`src/rtl/prefix_subtractor_pipe.sv`:
```
// Three-stage Kogge-Stone prefix subtractor: diff = a - b - b_in, computed as a + ~b + ~b_in.
// Define PSUB_FLAGS_EN to add the registered zero / lt_u / lt_s result flags.
module prefix_subtractor_pipe #(
    parameter int WIDTH = 32
) (
    input  logic             clk,
    input  logic             reset,
    input  logic             in_valid,
    output logic             in_ready,
    input  logic [WIDTH-1:0] a,
    input  logic [WIDTH-1:0] b,
    input  logic             b_in,
    output logic             out_valid,
    input  logic             out_ready,
    output logic [WIDTH-1:0] diff,
    output logic             b_out,
    output logic             ovf
`ifdef PSUB_FLAGS_EN
    ,
    output logic             zero,
    output logic             lt_u,
    output logic             lt_s
`endif
);

    localparam int LVLS   = $clog2(WIDTH);
    localparam int LVL_S2 = (LVLS + 1) / 2;

    // Applies Kogge-Stone levels lo..hi-1; returns group propagate when want_p, else group generate.
    function automatic logic [WIDTH-1:0] ks_span(input logic [WIDTH-1:0] g_in,
                                                 input logic [WIDTH-1:0] p_in,
                                                 input int lo, input int hi,
                                                 input logic want_p);
        logic [WIDTH-1:0] g, p, g_nx, p_nx;
        g = g_in;
        p = p_in;
        for (int k = 0; k < LVLS; k++) begin
            if (k >= lo && k < hi) begin
                g_nx = g;
                p_nx = p;
                for (int i = (1 << k); i < WIDTH; i++) begin
                    g_nx[i] = g[i] | (p[i] & g[i - (1 << k)]);
                    p_nx[i] = p[i] & p[i - (1 << k)];
                end
                g = g_nx;
                p = p_nx;
            end
        end
        return want_p ? p : g;
    endfunction

    logic stall, en;
    logic vld_p0, vld_p1, vld_p2;

    assign stall    = vld_p2 && !out_ready;
    assign en       = !stall;
    assign in_ready = !stall;

    always_ff @(posedge clk) begin
        if (reset) begin
            vld_p0 <= 1'b0;
            vld_p1 <= 1'b0;
            vld_p2 <= 1'b0;
        end else if (en) begin
            vld_p0 <= in_valid;
            vld_p1 <= vld_p0;
            vld_p2 <= vld_p1;
        end
    end

    // ---- S1: operand generate/propagate, carry-in folded into bit 0 ----
    logic [WIDTH-1:0] g_s1, p_s1;
    logic             cin_s1;
    logic [WIDTH-1:0] g_p0, p_p0;
    logic             cin_p0, a_msb_p0, b_msb_p0;

    always_comb begin
        cin_s1  = ~b_in;
        p_s1    = a ^ ~b;
        g_s1    = a & ~b;
        g_s1[0] = g_s1[0] | (p_s1[0] & cin_s1);
    end

    always_ff @(posedge clk) begin
        if (en) begin
            g_p0     <= g_s1;
            p_p0     <= p_s1;
            cin_p0   <= cin_s1;
            a_msb_p0 <= a[WIDTH-1];
            b_msb_p0 <= b[WIDTH-1];
        end
    end

    // ---- S2: lower half of the prefix levels ----
    logic [WIDTH-1:0] gg_p1, pp_p1, psum_p1;
    logic             cin_p1, a_msb_p1, b_msb_p1;

    always_ff @(posedge clk) begin
        if (en) begin
            gg_p1    <= ks_span(g_p0, p_p0, 0, LVL_S2, 1'b0);
            pp_p1    <= ks_span(g_p0, p_p0, 0, LVL_S2, 1'b1);
            psum_p1  <= p_p0;
            cin_p1   <= cin_p0;
            a_msb_p1 <= a_msb_p0;
            b_msb_p1 <= b_msb_p0;
        end
    end

    // ---- S3: remaining prefix levels, sum and flags ----
    logic [WIDTH-1:0] gg_s3, carry_s3, diff_s3;
    logic             cout_s3, ovf_s3;

    always_comb begin
        gg_s3    = ks_span(gg_p1, pp_p1, LVL_S2, LVLS, 1'b0);
        carry_s3 = {gg_s3[WIDTH-2:0], cin_p1};
        diff_s3  = psum_p1 ^ carry_s3;
        cout_s3  = gg_s3[WIDTH-1];
        ovf_s3   = (a_msb_p1 != b_msb_p1) && (diff_s3[WIDTH-1] != a_msb_p1);
    end

    logic [WIDTH-1:0] diff_p2;
    logic             b_out_p2, ovf_p2;

    always_ff @(posedge clk) begin
        if (reset) begin
            diff_p2  <= '0;
            b_out_p2 <= 1'b0;
            ovf_p2   <= 1'b0;
        end else if (en) begin
            diff_p2  <= diff_s3;
            b_out_p2 <= ~cout_s3;
            ovf_p2   <= ovf_s3;
        end
    end

    assign out_valid = vld_p2;
    assign diff      = diff_p2;
    assign b_out     = b_out_p2;
    assign ovf       = ovf_p2;

`ifdef PSUB_FLAGS_EN
    logic zero_p2, lt_u_p2, lt_s_p2;

    always_ff @(posedge clk) begin
        if (reset) begin
            zero_p2 <= 1'b0;
            lt_u_p2 <= 1'b0;
            lt_s_p2 <= 1'b0;
        end else if (en) begin
            zero_p2 <= ~|diff_s3;
            lt_u_p2 <= ~cout_s3;
            lt_s_p2 <= diff_s3[WIDTH-1] ^ ovf_s3;
        end
    end

    assign zero = zero_p2;
    assign lt_u = lt_u_p2;
    assign lt_s = lt_s_p2;
`endif

endmodule

```
`config.mk`:
```
export PLATFORM = sky130hd
export DESIGN_NAME = prefix_subtractor_pipe
export DESIGN_NICKNAME = d
export VERILOG_FILES = /design/src/rtl/prefix_subtractor_pipe.sv
export SDC_FILE = /design/constraint.sdc
export NUM_CORES = 1
export LEC_CHECK = 0
export ABC_AREA = 1
export BUFFER_PORTS_ARGS = -buffer_cell sky130_fd_sc_hd__buf_2
export CORE_AREA = 2 2 108 151
export DETAILED_ROUTE_END_ITERATION = 7
export DIE_AREA = 0 0 110 153
export GPL_TIMING_DRIVEN = 0
export HOLD_SLACK_MARGIN = 0.08
export PLACE_DENSITY = 0.75
export RECOVER_POWER = 100
export SYNTH_ARGS = -nofsm -noshare
export SYNTH_HDL_FRONTEND = slang
export SYNTH_SLANG_ARGS = --single-unit
```
`constraint.sdc`:
```
create_clock -name clk -period 2.4 [get_ports clk]
set_input_delay 0.24 -clock clk [delete_from_list [all_inputs] [get_ports clk]]
set_output_delay 0.24 -clock clk [all_outputs]
set_load 0.05 [all_outputs]
```
After elaboration in Yosys (flattened, before gate mapping)
Index checks and enable logic that the tools add are counted.
{"block": "totals", "regBits": 203, "inputBits": 69, "out_inout_bits": 36}
{"block": "op_classes", "bitwise": 371, "eq_ne": 2, "n_mux": 4, "n_reduce_logical": 4}
{"op": "1-bit bitwise AND", "n": 235}
{"op": "1-bit OR", "n": 130}
{"op": "32-bit 2-to-1 mux", "n": 4}
{"op": "32-bit XOR", "n": 2}
{"op": "32-bit bitwise AND", "n": 1}
{"op": "32-bit inverter", "n": 1}
{"op": "1-bit logical AND", "n": 2}
{"op": "1-bit zero test", "n": 2}
{"op": "1-bit inequality test", "n": 2}
{"op": "1-bit inverter", "n": 2}

Logic depth before layout (Yosys ltp)
Gate-level depths: netlist of run 1.
{"block": "depth", "ltp_word": 8, "depth_mapped": 9, "depth_no_buf": 9}

Worst setup path before layout of run 1
No wires, ideal clock.
{"block": "synth_path", "kind": "register to register", "from": "reg vld_p2, in the netlist out_valid", "to": "reg a_msb_p0, enable pin", "path_slack_ps": 239, "t_arrival_ps": 1765, "n_path_buf": 2, "setup_ps": 397, "path_stages_with_launch": 6, "required_time_ps": 2003, "period_less_slack_ps": 2161, "cell_sequence": "dfxtp_1 inv_1 nor2_4 inv_4 buf_6 buf_6"}
{"block": "synth_between", "elab_chain_len": 1}
{"item": "start: declaration", "line_no": "53", "text": "logic vld_p0, vld_p1, vld_p2;"}
{"item": "start signal: assignment", "line_no": "67", "text": "vld_p2 <= vld_p1;"}
{"item": "1-bit logical AND", "line_no": "55", "text": "assign stall = vld_p2 && !out_ready;"}
{"item": "end signal: assignment", "line_no": "89", "text": "a_msb_p0 <= a[WIDTH-1];"}
{"item": "end: declaration", "line_no": "75", "text": "logic cin_p0, a_msb_p0, b_msb_p0;"}
No other way between the ends.
A chain may end at the register's enable or synchronous reset.

Worst setup path after layout of run 1
{"block": "layout_path", "from": "reg vld_p2, in the netlist out_valid", "to": "out in_ready"}
{"block": "layout_between", "elab_chain_len": 2}
{"item": "1-bit logical AND", "line_no": "55"}
{"item": "1-bit zero test", "line_no": "57", "text": "assign in_ready = !stall;"}
{"item": "end: declaration", "line_no": "9", "text": "output logic in_ready,"}
No other way between the ends.

==> summary.md, run 1 <==
| Metric | Value |
|---|---|
| Placer Congestion | 0.8323 |
| Worst R2R Setup Slack | 0.42 ns |
| Vias per inst | 4.961 |
| Hold Violations, Final | 0 |
| Dominant cell type by area after synthesis | edfxtp_1 |
| Worst Hold Class | in2reg |
| Layout cell share with drive strength beyond 1 | 12.21% |
| Max cap viols | 0 |
| Syn Nets | 861 |
| IR drop worst, VDD | 0.4662 mV |
| Row count | 54 |
| Initial antenna violation count | 0 |
| Final setup viols | 0 |
| Crit. End Element | output pin |
| R2R depth | 5 |
| HP Start | in_valid |
| Final Cell Area | 0.009707 mm2 |
| Grt met3 use | 3.667% |
| CP Class | reg2out |
| Netlist cell types | 26 |
| Via count of the first global-routing pass | 5354 |
| Hold path depth | 3 |
| Met2 Usage GRT | 33.22% |
| First-pass DRT Iterations | 5 |
| Slowest stage delay, CP | 0.33 ns |
| Post-CTS setup repair buffer count | 0 |
| Clock skew | 0.01480 ns |
| Outcome | finished clean |
| Crit-path cells | inv_1 > nor2_1 > inv_4 > buf_6 > buf_16 > clkbuf_2 |
| FF+latch count, synth | 195 |
| TritonCTS buffer count | 17 |
| RSZ-0062 raised after global routing | false |
| Minimum clock period | 2.095 ns |
| Worst path slowest cell | dfxtp_1 |
| Initial DRC Count | 301 |
| Crit path max fanout | 84 |
| Port Buffers | 104 |
| Die area | 0.01683 mm2 |
| Post-synth top cells | 158 x edfxtp_1, 147 x inv_1, 128 x nand2_1 |
| Fin. max-slew vios | 0 |
| Synth top area cells | edfxtp_1 57%, dfxtp_1 8.9%, inv_1 6.6% |
| Final ANT Viol Nets | 0 |
| CTS H-tree depth | 4 |
| Clock transition at path regs | 0.07 ns |
| Core Area | 0.01547 mm2 |
| Slew HR | 27.49% |
| Main synth FF type | edfxtp_1 |
| Arr. time, crit path | 1.85 ns |
| Synthesized area per cell | 10.99 um2 |
| Synth Instances | 760 |
| FF-to-FF Start | out_valid |
| Insertion delay to the later sink of the worst-skew pair | 0.43 ns |
| Busiest grt layer | met2 |
| YS warnings | 0 |
| Worst reg2reg endpoint | p_p0[8] |
| Clk sinks | 195 |
| WHS Endpoint | vld_p0 |
| Final period util | 87.29% |
| Pin count of the biggest net entering global routing | 85 |
| Via count | 5442 |
| Clock tree buffer depth | 2 |
| First-pass GRT wire length | 25880 um |
| Top-count cell post-synth | edfxtp_1 |
| Area after DPL | 0.009120 mm2 |
| Area growth, synth to finish | 16.19% |
| Ys async rst share | 0% |
| Critical path startpoint category | flip-flop |
| Final wirelength | 15780 um |
| HPWL Detailed | 11260 um |
| Chip Height | 153 um |
| Nets@finish | 989 |
| Root Driver | clkbuf_16 |
| Fillers | 1243 |
| Avg WL per Cell | 14.39 um |
| Synth Cell Area | 0.008354 mm2 |
| Total chip power | 8390 uW |
| Post-synth EDFFs | 158 |
| Req. time, crit path | 2.16 ns |
| DIE WIDTH | 110 um |
| Global Route Usage Sum | 20.19% |
| IO Pins | 105 |
| GRT Residual Overflow | 0 |
| TritonCTS clock tree | built |
| Diodes inserted | 0 |
| Leakage Power | 0.004520 uW |
| Seq/Total Area, Yosys | 65.66% |
| Share of the synthesized area in the top cell type | 56.79% |
| Drt drc | 0 |
| Starting Density | 53.99% |
| Final Util | 62.74% |
| Pwr dens | 864.3 mW/mm2 |
| Max Freq | 0.4774 GHz |
| Routing usage on met1 | 26.49% |
| Slew @ Worst Pin | 1.088 ns |
==> layout make-up <==
type | count | area (um2) | share of cell area [%]
multi-input cells | 407 | 2227 | 22.94
clock buffers | 20 | 436.7 | 4.499
repair buffers | 109 | 523.0 | 5.388
well taps | 196 | 245.2 | 2.526
plain buffers | 10 | 75.07 | 0.7734
flip-flops and latches | 195 | 5485 | 56.51
clock inverters | 12 | 156.4 | 1.611
inverters | 148 | 558.0 | 5.749
==> through the flow <==
| step | TNS, ns | hold WS, ns | setup slack [ns] | instances |
|---|---|---|---|---|
| floorplan | 0 | 0.3091 | 0.2388 | 760 |
| global placement | -0.03658 | 0.4007 | -0.03658 | 1060 |
| detailed placement | -0.05684 | 0.4045 | -0.05684 | 1060 |
| CTS | 0 | 0.08759 | 0.2811 | 1097 |
| global route | 0 | 0.09870 | 0.1954 | 1097 |
| finish | 0 | 0.1030 | 0.3052 | 1097 |
==> metal layers <==
layer,up-vias,wire (um)
met4,0,386
li1,2795,-
met3,25,853
met2,151,7870
met1,2471,6670
met5,-,0
==> placed cells by master (no fill, tap or decap), types with 3 or more instances in the layout <==
cell	instances
nor3_1	5
clkbuf_1	42
nand3_1	35
clkinvlp_4	3
nor2_1	39
a21oi_1	52
dfxtp_1	37
clkbuf_16	17
a21boi_0	3
edfxtp_1	158
ha_1	32
nand2_1	128
o21bai_1	19
dlygate4sd3_1	4
inv_1	147
buf_2	71
o21ai_0	55
bufinv_16	3
a21o_1	3
a21oi_2	4
o211ai_1	5
xnor2_1	16
o21ai_1	6
==> timing repair <==
action,in CTS,in global routing
hold buffers,4,0
setup endpoints to repair,1,0
gates resized for setup,4,0
hold endpoints to repair,4,0
==> registers in the layout, summed over array words and instances, names as in the netlist, 24 cells and up <==
signal   flops
p_p0        32
psum_p1     32
pp_p1       24
g_p0        32
gg_p1       32
diff        32
==> power by group <==
part | total, uW | switching [uW] | internal, uW
registers | 4350 | 250 | 4100
clock network | 2830 | 1180 | 1640
logic | 1220 | 850 | 367
total | 8390 | 2280 | 6110
==> cell families after synthesis <==
kind of cell / after synthesis / share of synthesized area, %
AND/OR/NAND/NOR: 210 / 10.21
flip-flops: 195 / 65.66
buffers and inverters: 158 / 7.503
AO/OA/AOI/OAI: 148 / 10.05
adder cells (fa/ha/maj): 32 / 4.793
XOR/XNOR: 17 / 1.782
==> critical path: cells and delay by family (launching register included) <==
kind / cells / cell delay (ns)
DFF: 1 / 0.33
and+or+nand+nor: 1 / 0.23
buffers and inverters: 5 / 0.81
==> how the worst max path moves through the flow <==
stage | from | endpoint | cells past startpoint
finish | out_valid | in_ready | 6
global route | out_valid | in_ready | 6
CTS | out_valid | in_ready | 6
detailed placement | out_valid | in_ready | 6
global placement | out_valid | in_ready | 6
floorplan | out_valid | a_msb_p0 | 5
Note: power is estimated with default switching activity, not from simulation.
==> run 2: changes to the inputs <==
--- a/config.mk
+++ b/config.mk
@@ -7,12 +7,14 @@
 export LEC_CHECK = 0
 export ABC_AREA = 1
 export BUFFER_PORTS_ARGS = -buffer_cell sky130_fd_sc_hd__buf_2
-export CORE_AREA = 2 2 108 151
+export CELL_PAD_IN_SITES_DETAIL_PLACEMENT = 2
+export CELL_PAD_IN_SITES_GLOBAL_PLACEMENT = 2
+export CORE_AREA = 2 2 129 181
 export DETAILED_ROUTE_END_ITERATION = 7
-export DIE_AREA = 0 0 110 153
+export DIE_AREA = 0 0 131 183
 export GPL_TIMING_DRIVEN = 0
 export HOLD_SLACK_MARGIN = 0.08
-export PLACE_DENSITY = 0.75
+export PLACE_DENSITY_LB_ADDON = 0.1
 export RECOVER_POWER = 100
 export SYNTH_ARGS = -nofsm -noshare
 export SYNTH_HDL_FRONTEND = slang
==> summary.md, run 2 (synthesized netlist as in run 1, its figures left out) <==
| Metric | Value |
|---|---|
| Most common cell after layout, fill and taps aside | edfxtp_1 |
| Total chip power | 8696 uW |
| Layout cell share with drive strength beyond 1 | 11.97% |
| First-pass GRT wire length | 34450 um |
| Row count | 65 |
| Crit. End Element | output pin |
| Root Driver | clkbuf_16 |
| Fillers | 2375 |
| Pin count of the biggest net entering global routing | 85 |
| First-pass DRT Iterations | 4 |
| Avg WL per Cell | 18.10 um |
| Max cap viols | 0 |
| Minimum clock period | 2.168 ns |
| Critical path startpoint category | flip-flop |
| Fin. max-slew vios | 0 |
| Arr. time, crit path | 1.93 ns |
| Port Buffers | 104 |
| Area growth, synth to finish | 18.30% |
| Max Freq | 0.4612 GHz |
| DIE WIDTH | 131 um |
| Nets@finish | 990 |
| IR drop worst, VDD | 0.4792 mV |
| Die area | 0.02397 mm2 |
| Drt drc | 0 |
| HPWL Detailed | 15840 um |
| Final Cell Area | 0.009883 mm2 |
| Starting Density | 37.35% |
| Final wirelength | 21780 um |
| Placer Congestion | 0.7655 |
| CTS H-tree depth | 4 |
| Leakage Power | 0.004562 uW |
| CP Class | reg2out |
| GRT Residual Overflow | 0 |
| Slew @ Worst Pin | 1.176 ns |
| Slew HR | 21.61% |
| Insertion delay to the later sink of the worst-skew pair | 0.44 ns |
| Commonest non-fill, non-tap cells in the layout | 158 x edfxtp_1, 147 x inv_1, 128 x nand2_1, 69 x buf_2, 56 x a21oi_1 |
| Core Area | 0.02237 mm2 |
| Crit path max fanout | 84 |
| Pwr dens | 879.9 mW/mm2 |
| Worst Hold Class | in2reg |
| TritonCTS clock tree | built |
| Outcome | finished clean |
| Clock tree buffer depth | 2 |
| Final Util | 44.19% |
| Initial antenna violation count | 0 |
| Req. time, crit path | 2.16 ns |
| Final period util | 90.34% |
| TritonCTS buffer count | 17 |
| Initial DRC Count | 301 |
| Clock transition at path regs | 0.07 ns |
| Via count of the first global-routing pass | 6467 |
| Chip Height | 183 um |
| Clk sinks | 195 |
| IO Pins | 105 |
| Clock skew | 0.008947 ns |
| Area after DPL | 0.009251 mm2 |
| Setup_tns | 0 ns |
| Final setup viols | 0 |
| Via count | 5803 |
| Hold Violations, Final | 0 |
| Diodes inserted | 0 |
| RSZ-0062 raised after global routing | false |
| Global Route Usage Sum | 19.07% |
| Min Hold Slack | 0.09200 ns |
| Vias per inst | 4.824 |
| Final ANT Viol Nets | 0 |
==> run 2: changes by cell type in the layout (fill, tap and decap cells not counted), moves of 2 or more <==
cell	delta
o21ai_1	+8
clkbuf_1	-3
buf_2	-2
a21oi_2	-4
clkinvlp_4	-3
inv_8	+2
inv_4	+2
clkbuf_16	+5
bufinv_16	-3
o21ai_0	-8
a21oi_1	+4
==> run 2: where the power goes <==
part | switching (uW) | leakage, uW | internal (uW)
Clock | 1320 | 0.000318 | 1690
Sequential | 271 | 0.00204 | 4100
Combinational | 944 | 0.00220 | 369
Total | 2540 | 0.00456 | 6160
==> run 2: repair_timing <==
item                                   in CTS  in global routing
gates resized for setup                     4                  0
hold buffers                                5                  0
setup endpoints to repair                   1                  0
endpoints found under the hold margin       5                  0
buffers inserted                            0                  0
==> run 2: critical path, cell delays in order, from the launching register on <==
cell and delay, ns:
dfxtp_1 0.33, inv_1 0.04, nor2_1 0.24, inv_4 0.10
buf_6 0.17, buf_16 0.21, clkbuf_2 0.32
==> run 2: per-layer routing <==
layer | share of wire [%] | GRT usage, % | vias to the layer above
li1 | - | - | 2797
met1 | 44 | 24.01 | 2892
met2 | 53 | 33.97 | 97
met3 | 2.6 | 2.975 | 17
met4 | 1.1 | 4.681 | 0
met5 | 0 | 0 | -
==> run 2: cell type report <==
class / instances / area [um2] / share of cell area, %
flip-flops and latches: 195 / 5485 / 55.50
multi-input cells: 407 / 2212 / 22.38
clock buffers: 23 / 564.3 / 5.710
inverters: 148 / 558.0 / 5.646
repair buffers: 110 / 530.5 / 5.368
well taps: 301 / 376.6 / 3.811
plain buffers: 10 / 82.58 / 0.8355
clock inverters: 9 / 73.82 / 0.7469
==> run 2: final timing paths <==
check	slack (ns)	startpoint	end	cells after the start
worst max-delay path	0.23	out_valid	in_ready	6
worst max register to register	0.31	out_valid	g_p0[30]	5
worst min register to register	0.42	cin_p0	cin_p1	0
worst min-delay path	0.09	in_valid	vld_p0	3
==> run 2: per-stage QoR <==
stage                     cells  worst slack, ns
after global placement     1165         -0.06216
after detailed placement   1165          -0.1714
final                      1203           0.2318
after CTS                  1203           0.2027
after global routing       1203          0.09208
after floorplan             760           0.2388
==> run 3: changes to the inputs <==
==> constraint.sdc (replaced) <==
create_clock -name clk -period 2.4 [get_ports clk]
set_input_delay 0.48 -clock clk [delete_from_list [all_inputs] [get_ports clk]]
set_output_delay 0.48 -clock clk [all_outputs]
set_load 0.05 [all_outputs]
==> summary.md, run 3 (synthesized netlist as in run 1, its figures left out) <==
| Metric | Value |
|---|---|
| Layout cell share with drive strength beyond 1 | 12.36% |
| Commonest non-fill, non-tap cells in the layout | 158 x edfxtp_1, 147 x inv_1, 129 x nand2_1, 71 x buf_2, 56 x a21oi_1 |
| Pin count of the biggest net entering global routing | 85 |
| Final setup margin | 0.1407 ns |
| Clock transition at path regs | 0.07 ns |
| Worst reg2reg endpoint | g_p0[29] |
| TritonCTS clock tree | built |
| Vias per inst | 4.814 |
| HPWL Detailed | 15840 um |
| Final period util | 94.14% |
| Max Freq | 0.4426 GHz |
| Slowest stage delay, CP | 0.33 ns |
| Most common cell after layout, fill and taps aside | edfxtp_1 |
| Hold buffers post-CTS | 0 |
| Clock tree buffer depth | 2 |
| Place WS | -0.6242 ns |
| Die area | 0.02397 mm2 |
| Via count of the first global-routing pass | 6416 |
| Crit-path cells | inv_1 > nor2_4 > inv_4 > buf_6 > buf_16 > clkbuf_2 |
| Crit. End Element | output pin |
| Slew @ Worst Pin | 1.179 ns |
| Global Route Usage Sum | 19.12% |
| Worst R2R Setup Slack | 0.29 ns |
| Final ANT Viol Nets | 0 |
| Via count | 5772 |
| Slew HR | 21.40% |
| Starting Density | 37.35% |
| FF-to-FF Start | out_valid |
| IR drop worst, VDD | 0.4738 mV |
| Clk sinks | 195 |
| Fillers | 2375 |
| Hold Violations, Final | 0 |
| Final wirelength | 21870 um |
| Worst path slowest cell | clkbuf_2 |
| RSZ-0062 raised after global routing | false |
| First-pass DRT Iterations | 4 |
| Root Driver | clkbuf_16 |
| Req. time, crit path | 1.92 ns |
| Row count | 65 |
| Leakage Power | 0.004550 uW |
| Critical path startpoint category | flip-flop |
| Clock skew | 0.009459 ns |
| Diodes inserted | 0 |
| Drt drc | 0 |
| Arr. time, crit path | 1.78 ns |
| Initial antenna violation count | 0 |
| Port Buffers | 104 |
| CP Class | reg2out |
| Worst Hold Class | in2reg |
| Placer Congestion | 0.7655 |
| Max cap viols | 0 |
| R2R depth | 5 |
| Critical path launch point | out_valid |
| Insertion delay to the later sink of the worst-skew pair | 0.43 ns |
| First-pass GRT wire length | 34460 um |
| Initial DRC Count | 292 |
| Worst path buffer plus inverter count | 5 |
| Fin. max-slew vios | 0 |
| Setup_tns | 0 ns |
| Minimum clock period | 2.259 ns |
| Pwr dens | 882.7 mW/mm2 |
| Critical Path End | in_ready |
| CTS H-tree depth | 4 |
| Final setup viols | 0 |
| IO Pins | 105 |
| Crit path max fanout | 42 |
| Chip Height | 183 um |
| Post-CTS setup repair buffer count | 0 |
| DIE WIDTH | 131 um |
| Core Area | 0.02237 mm2 |
| Delay-heaviest family, CP | buffers and inverters |
| Worst path depth | 6 |
| Resized cells post-CTS | 4 |
| Nets@finish | 986 |
| Outcome | finished clean |
| GRT Residual Overflow | 0 |
| TritonCTS buffer count | 17 |
| Area growth, synth to finish | 17.85% |
| Avg WL per Cell | 18.24 um |
run 3: how the worst min path moves through the flow:
stage	cells past startpoint	slack, ns	to	start
finish	2	0.22	out_valid	reset
global route	2	0.21	out_valid	reset
CTS	2	0.20	out_valid	reset
detailed placement	0	0.41	psum_p1[0]	p_p0[0]
global placement	0	0.41	psum_p1[0]	p_p0[0]
floorplan	0	0.40	a_msb_p1	a_msb_p0
run 3: layout make-up:
class	instances	area, um2	share of cell area (%)
clock buffers	23	564.3	5.731
multi-input cells	407	2217	22.52
plain buffers	10	82.58	0.8387
repair buffers	106	488.0	4.956
well taps	301	376.6	3.825
clock inverters	9	73.82	0.7498
inverters	148	558.0	5.668
flip-flops and latches	195	5485	55.71
run 3: metrics by stage:
| step | cell area, um2 | util, % | hold WS (ns) | power, uW | std cells |
|---|---|---|---|---|---|
| final | 9846 | 44.02 | 0.2215 | 8691 | 1199 |
| after floorplan | 8354 | - | 0.4003 | 5245 | 760 |
| after CTS | 9971 | 44.58 | 0.1997 | 8810 | 1199 |
| after global routing | 9846 | 44.02 | 0.2125 | 9045 | 1199 |
| after detailed placement | 9251 | 41.37 | 0.4061 | 5782 | 1165 |
| after global placement | 9251 | 41.37 | 0.4054 | 5685 | 1165 |
run 3: worst reg2reg max path, cell delays in order (launching register included):
cell and delay [ns]:
dfxtp_1 0.31, inv_1 0.09, nor2_4 0.05, inv_4 0.09, buf_6 0.20, clkbuf_4 0.96
run 3: power breakdown:
| group | leakage (uW) | internal [uW] | switching [uW] | total (uW) |
|---|---|---|---|---|
| Sequential | 0.00204 | 4100 | 272 | 4370 |
| Combinational | 0.00219 | 365 | 946 | 1310 |
| Clock | 0.000318 | 1690 | 1320 | 3010 |
run 3: routing by layer:
layer | up-vias | GRT usage (%) | share of wire (%)
met4 | 0 | 4.681 | 1.1
met5 | - | 0 | 0
met3 | 16 | 2.975 | 3.0
met1 | 2862 | 24.32 | 44
li1 | 2791 | - | -
met2 | 103 | 33.80 | 52
